[config.mk]
export PLATFORM = sky130hd
export DESIGN_NAME = fmul_arbiter_flat
export DESIGN_NICKNAME = d
export VERILOG_FILES = /design/src/rtl/fmul_arbiter_if.sv /design/src/rtl/fmul_arbiter.sv /design/src/flat_wrapper.sv
export SDC_FILE = /design/constraint.sdc
export NUM_CORES = 1
export LEC_CHECK = 0
export BUFFER_PORTS_ARGS = -buffer_cell sky130_fd_sc_hd__buf_2
export CAP_MARGIN = 15
export CELL_PAD_IN_SITES_DETAIL_PLACEMENT = 1
export CELL_PAD_IN_SITES_GLOBAL_PLACEMENT = 2
export CORE_UTILIZATION = 23
export CTS_BUF_LIST = sky130_fd_sc_hd__clkbuf_4
export CTS_CLUSTER_SIZE = 12
export DETAILED_ROUTE_END_ITERATION = 10
export GPL_ROUTABILITY_DRIVEN = 0
export PLACE_DENSITY_LB_ADDON = 0.15
export SYNTH_ARGS = -nofsm -noshare
export SYNTH_HDL_FRONTEND = slang
export SYNTH_SLANG_ARGS = --single-unit
[constraint.sdc]
create_clock -name clk -period 2.4 [get_ports clk]
set_input_delay 0.6 -clock clk [delete_from_list [all_inputs] [get_ports clk]]
set_output_delay 0.6 -clock clk [all_outputs]
set_load 0.005 [all_outputs]
[src/rtl/fmul_arbiter_if.sv]
// Requester and multiplier bus of the shared floating-point multiplier arbiter.
interface fmul_arbiter_if #(
  parameter int unsigned NREQ = 4
);
  logic [NREQ-1:0]      req_valid;
  logic [32*NREQ-1:0]   req_x1;
  logic [32*NREQ-1:0]   req_x2;
  logic [NREQ-1:0]      req_ready;
  logic [NREQ-1:0]      resp_valid;
  logic [31:0]          resp_y;
  logic [31:0]          mul_x1;
  logic [31:0]          mul_x2;
  logic                 mul_ready;
  logic [31:0]          mul_y;
  logic                 mul_valid;

  modport slave (
    input  req_valid, req_x1, req_x2, mul_y, mul_valid,
    output req_ready, resp_valid, resp_y, mul_x1, mul_x2, mul_ready
  );

  modport master (
    output req_valid, req_x1, req_x2, mul_y, mul_valid,
    input  req_ready, resp_valid, resp_y, mul_x1, mul_x2, mul_ready
  );
endinterface

[src/rtl/fmul_arbiter.sv]
// Round-robin arbiter sharing one single-issue FP multiplier among NREQ requesters,
// with operand hold during the operation and a sticky completion watchdog.
module fmul_arbiter #(
  parameter int unsigned NREQ    = 4,
  parameter int unsigned TIMEOUT = 15
) (
  input  logic          clk,
  input  logic          rst,
  fmul_arbiter_if.slave bus,
  output logic          busy,
  output logic          err
);

  localparam int unsigned DW = 32;
  localparam int unsigned PW = (NREQ > 1) ? $clog2(NREQ) : 1;
  localparam int unsigned CW = $clog2(TIMEOUT);

  typedef enum logic [1:0] {IDLE, ISSUE, WAIT, DONE} state_t;

  state_t          state, state_d;
  logic [PW-1:0]   ptr, ptr_d, gnt, gnt_d;
  logic [CW-1:0]   cnt, cnt_d;
  logic [DW-1:0]   x1_q, x1_d, x2_q, x2_d, y_q, y_d;
  logic [NREQ-1:0] rv_q, rv_d;
  logic            mr_q, mr_d, err_q, err_d;

  logic [DW-1:0]   x1_arr [NREQ];
  logic [DW-1:0]   x2_arr [NREQ];
  logic            found;
  logic [PW-1:0]   win, scan_idx;
  logic [PW:0]     scan_sum;

  for (genvar i = 0; i < NREQ; i++) begin : g_slice
    assign x1_arr[i] = bus.req_x1[i*DW +: DW];
    assign x2_arr[i] = bus.req_x2[i*DW +: DW];
  end

  // First requesting index after ptr, wrapping, with ptr itself checked last
  always_comb begin
    found    = 1'b0;
    win      = '0;
    scan_sum = '0;
    scan_idx = '0;
    for (int unsigned k = 1; k <= NREQ; k++) begin
      scan_sum = (PW+1)'(ptr) + (PW+1)'(k);
      if (scan_sum >= (PW+1)'(NREQ)) scan_sum = scan_sum - (PW+1)'(NREQ);
      scan_idx = scan_sum[PW-1:0];
      if (!found && bus.req_valid[scan_idx]) begin
        found = 1'b1;
        win   = scan_idx;
      end
    end
  end

  assign bus.req_ready  = (state == IDLE && found) ? (NREQ'(1) << win) : '0;
  assign bus.mul_x1     = x1_q;
  assign bus.mul_x2     = x2_q;
  assign bus.mul_ready  = mr_q;
  assign bus.resp_valid = rv_q;
  assign bus.resp_y     = y_q;
  assign busy           = (state != IDLE);
  assign err            = err_q;

  // Next-state and registered-output logic
  always_comb begin
    state_d = state;
    ptr_d   = ptr;
    gnt_d   = gnt;
    cnt_d   = cnt;
    x1_d    = x1_q;
    x2_d    = x2_q;
    y_d     = y_q;
    rv_d    = '0;
    mr_d    = 1'b0;
    err_d   = err_q;
    case (state)
      IDLE: begin
        if (found) begin
          x1_d    = x1_arr[win];
          x2_d    = x2_arr[win];
          gnt_d   = win;
          ptr_d   = win;
          mr_d    = 1'b1;
          state_d = ISSUE;
        end
      end
      ISSUE: begin
        cnt_d   = '0;
        state_d = WAIT;
      end
      WAIT: begin
        if (bus.mul_valid) begin
          y_d     = bus.mul_y;
          rv_d    = NREQ'(1) << gnt;
          state_d = DONE;
        end else if (cnt == CW'(TIMEOUT - 1)) begin
          err_d   = 1'b1;
          y_d     = '0;
          rv_d    = NREQ'(1) << gnt;
          state_d = DONE;
        end else begin
          cnt_d = cnt + CW'(1);
        end
      end
      DONE:    state_d = IDLE;
      default: state_d = IDLE;
    endcase
  end

  always_ff @(posedge clk) begin
    if (rst) begin
      state <= IDLE;
      ptr   <= PW'(NREQ - 1);
      gnt   <= '0;
      cnt   <= '0;
      x1_q  <= '0;
      x2_q  <= '0;
      y_q   <= '0;
      rv_q  <= '0;
      mr_q  <= 1'b0;
      err_q <= 1'b0;
    end else begin
      state <= state_d;
      ptr   <= ptr_d;
      gnt   <= gnt_d;
      cnt   <= cnt_d;
      x1_q  <= x1_d;
      x2_q  <= x2_d;
      y_q   <= y_d;
      rv_q  <= rv_d;
      mr_q  <= mr_d;
      err_q <= err_d;
    end
  end

endmodule

[src/flat_wrapper.sv]
// flat-port wrapper written by rule: the top's interface ports become plain ports
module fmul_arbiter_flat 
#(
  parameter int unsigned NREQ    = 4,
  parameter int unsigned TIMEOUT = 15
)
  (clk, rst, busy, err, bus_req_valid, bus_req_x1, bus_req_x2, bus_mul_y, bus_mul_valid, bus_req_ready, bus_resp_valid, bus_resp_y, bus_mul_x1, bus_mul_x2, bus_mul_ready);
  fmul_arbiter_if #(.NREQ(NREQ)) bus_i ();
  input  logic clk;
  input  logic rst;
  output logic busy;
  output logic err;
  input wire logic [$bits(bus_i.req_valid)-1:0] bus_req_valid;
  input wire logic [$bits(bus_i.req_x1)-1:0] bus_req_x1;
  input wire logic [$bits(bus_i.req_x2)-1:0] bus_req_x2;
  input wire logic [$bits(bus_i.mul_y)-1:0] bus_mul_y;
  input wire logic [$bits(bus_i.mul_valid)-1:0] bus_mul_valid;
  output wire logic [$bits(bus_i.req_ready)-1:0] bus_req_ready;
  output wire logic [$bits(bus_i.resp_valid)-1:0] bus_resp_valid;
  output wire logic [$bits(bus_i.resp_y)-1:0] bus_resp_y;
  output wire logic [$bits(bus_i.mul_x1)-1:0] bus_mul_x1;
  output wire logic [$bits(bus_i.mul_x2)-1:0] bus_mul_x2;
  output wire logic [$bits(bus_i.mul_ready)-1:0] bus_mul_ready;
  assign bus_i.req_valid = bus_req_valid;
  assign bus_i.req_x1 = bus_req_x1;
  assign bus_i.req_x2 = bus_req_x2;
  assign bus_i.mul_y = bus_mul_y;
  assign bus_i.mul_valid = bus_mul_valid;
  assign bus_req_ready = bus_i.req_ready;
  assign bus_resp_valid = bus_i.resp_valid;
  assign bus_resp_y = bus_i.resp_y;
  assign bus_mul_x1 = bus_i.mul_x1;
  assign bus_mul_x2 = bus_i.mul_x2;
  assign bus_mul_ready = bus_i.mul_ready;
  fmul_arbiter #(.NREQ(NREQ), .TIMEOUT(TIMEOUT)) u_core (.clk(clk), .rst(rst), .bus(bus_i), .busy(busy), .err(err));
endmodule
==> flow_metrics.env <==
export IMPL_outcome="finished, violations left"
export IMPL_violations="design-rule violations"
export IMPL_syn_mean_instance_area_um2=8.76
export IMPL_antenna_left=0
export IMPL_final_setup_viol_count=0
export IMPL_p_total_mw=9.12
export IMPL_drv_cap=0
export IMPL_htreeDepth=3
export IMPL_cts_buffer_depth=2
export IMPL_synth_edf_count=0
export IMPL_yosysWarnings=0
export IMPL_die_w_um=167
export IMPL_syn_cell_area_mm2=0.00623
export IMPL_crit_slowest_cell="dfxtp_2"
export IMPL_dr_pass1_iters=7
export IMPL_synth_seq_cells=112
export IMPL_routedWlPerCell_um=19.9
export IMPL_clock_sinks=112
export IMPL_grt_max_degree=65
export IMPL_p_leak_nw=4.60
export IMPL_ir_drop_mv=0.765
export IMPL_start_util_pct=23.7
export IMPL_fmax_ghz=0.423
export IMPL_crit_family="flip-flops"
export IMPL_clk_latency_ps=510
export IMPL_cts_tree="yes"
export IMPL_drc_errors=30
export IMPL_whs_ps=308
export IMPL_clkTransAtPathRegs_ps=220
export IMPL_wirelength_mm=28.8
export IMPL_start_kind="register"
export IMPL_max_stage_delay_ps=380
export IMPL_via_count=7106
export IMPL_tightest_slew_ps=768
export IMPL_cts_buffers=9
export IMPL_die_y_um=167
export IMPL_rsz0062_at_grt="true"
export IMPL_synth_area_leaders="dfxtp_1 (36%), a211oi_1 (13%), mux2i_1 (10%)"
export IMPL_power_density_mw_per_mm2=996
export IMPL_yosysSeqAreaShare_pct=36.0
export IMPL_cts_hold_buf=0
export IMPL_nFillCells=3227
export IMPL_synth_area_leader_cell="dfxtp_1"
export IMPL_synthFlopType="dfxtp_1"
export IMPL_max_slew_margin_pct=48.8
export IMPL_grt_overflow=0
export IMPL_synthCells=711
export IMPL_hold_viol=0
export IMPL_die_area_mm2=0.0278
export IMPL_fin_crit_sh_pct=98.6
export IMPL_drt_iter0_markers=325
export IMPL_syn2layout_area_growth_pct=47.0
export IMPL_worst_path_max_fanout=3
export IMPL_crit_buf_inv=2
export IMPL_async_flop_share_pct=0
export IMPL_drv_slew=0
export IMPL_nNetsFinal=1398
export IMPL_grt_pass1_wl_mm=44.1
export IMPL_grt_pass1_vias=7356
export IMPL_cts_root_buf="clkbuf_4"
export IMPL_drive_gt1_share_pct=46.6
export IMPL_worstSetupPathType="register to primary output"
export IMPL_end_kind="primary output"
export IMPL_ios=402
export IMPL_critical_path_arrival_ps=1770
export IMPL_portBuffers=401
export IMPL_post_route_min_period_ps=2370
export IMPL_dp_hpwl_mm=21.3
export IMPL_vias_per_cell=4.91
export IMPL_core_area_mm2=0.0263
export IMPL_hp_class="primary input to register"
export IMPL_cp_required_ps=1800
export IMPL_crit_chain="nand2b_4 -> a21o_4 -> nand2_4 -> a21oi_4 -> buf_6 -> nor3_2 -> buf_2"
export IMPL_row_count=59
export IMPL_grt_usage_pct=20.5
export IMPL_ys_types=36
export IMPL_yosys_area_top_type_share_pct=36.0
export IMPL_skew_ps=35.3
export IMPL_antenna_found_initial=14
export IMPL_syn_num_nets=1011
## layout make-up
type,count,area (µm²),share of cell area (%)
Clock inverter,7,80.1,0.874
Antenna cell,9,22.5,0.246
Timing Repair Buffer,452,2560,28.0
Clock buffer,9,67.6,0.738
Multi-Input combinational cell,454,3490,38.2
Inverter,69,262,2.86
Sequential cell,112,2250,24.6
Tap cell,335,419,4.58
## final timing paths
kind / startpoint / to / slack (ps) / cells after the start
max: u_core.ptr[0] / bus_req_ready[1] / 30 / 7
min reg2reg: u_core.gnt[1] / u_core.bus.resp_valid[1] / 500 / 1
max reg2reg: u_core.ptr[0] / u_core.bus.mul_x1[10] / 460 / 8
min: bus_mul_y[9] / u_core.bus.resp_y[9] / 310 / 3
## cell usage in the layout (no fill, tap or decap), drive strengths merged
cell    count
diode       9
nor4        1
buf       452
o21bai     64
nand2       6
a21o        2
a22oi      32
nor2b       5
inv        73
o221a       1
nor3b       1
nor4b       2
and3        3
or3b        1
and2        2
clkinv      3
mux2i      65
nor3        4
clkbuf      9
dfxtp     112
or2         1
a211oi    128
nor4bb      1
o21ai       6
a31oi      66
ha          5
nand4       1
xor2        2
nand2b      2
a21oi       7
nor2       46
## power breakdown
group	total, mW	switching (mW)	internal (mW)
sequential	2.92	0.377	2.54
combinational	5.16	2.91	2.25
clock	1.05	0.791	0.255
## timing repair
action / CTS / global route
setup endpoints to repair: 4 / 4
hold endpoints to repair: 0 / 0
buffers inserted: 9 / 0
resized for setup: 16 / 7
pin swaps: 4 / 4
## sequential cells by signal, summed over array words and instances (netlist names)
| name | flops |
|---|---|
| u_core.ptr | 2 |
| u_core.bus.mul_ready | 1 |
| u_core.cnt | 4 |
| u_core.gnt | 2 |
| u_core.bus.mul_x1 | 32 |
| u_core.bus.mul_x2 | 32 |
| u_core.state | 2 |
| u_core.bus.resp_valid | 4 |
| u_core.bus.resp_y | 32 |
| u_core.err | 1 |
## stage by stage
step	area, µm²	utilization [%]	setup TNS [ps]	instances	setup WS, ps
2_1_floorplan	6230	-	0	711	188
3_3_place_gp	8830	33.6	0	1413	39.2
3_5_place_dp	8830	33.6	0	1413	19.9
4_1_cts	9100	34.6	-30.4	1438	-24.2
5_1_grt	9160	34.8	-186	1447	-70.3
6_report	9160	34.8	0	1447	33.8
## cell families after synthesis
group | after synthesis | share of synthesized area [%]
compound gates | 306 | 36.7
buf+inv | 145 | 9.86
flops | 112 | 36.0
simple gates | 76 | 5.74
mux | 65 | 10.4
fa+ha+maj | 5 | 1.00
xor+xnor | 2 | 0.281
## synthesized netlist by cell type, types with 3 or more instances
library cell and instances:
a31oi_1 66, nor2b_1 5, buf_4 3, o21bai_1 64, and3_1 3, a211oi_2 20
buf_1 6, ha_1 5, nor2_1 45, dfxtp_1 112, o21ai_1 3, nor3_1 4
nand2_1 5, buf_6 5, inv_1 69, a21oi_1 7, o21ai_0 3, buf_2 17
mux2i_1 65, clkbuf_1 45, a211oi_1 108, a22oi_1 32
## layer usage
layer / vias up / GRT usage, % / wire (µm)
met5: - / 0 / 53
met4: 8 / 6.64 / 394
met3: 34 / 6.18 / 2230
met2: 239 / 36.2 / 14500
met1: 3388 / 23.5 / 11600
li1: 3437 / - / -
## tightest hold or removal path, cell delays in order
cell and delay (ps):
buf_2 70, a22oi_1 50, nor2_1 70
Power figures use the tool's default switching activity.
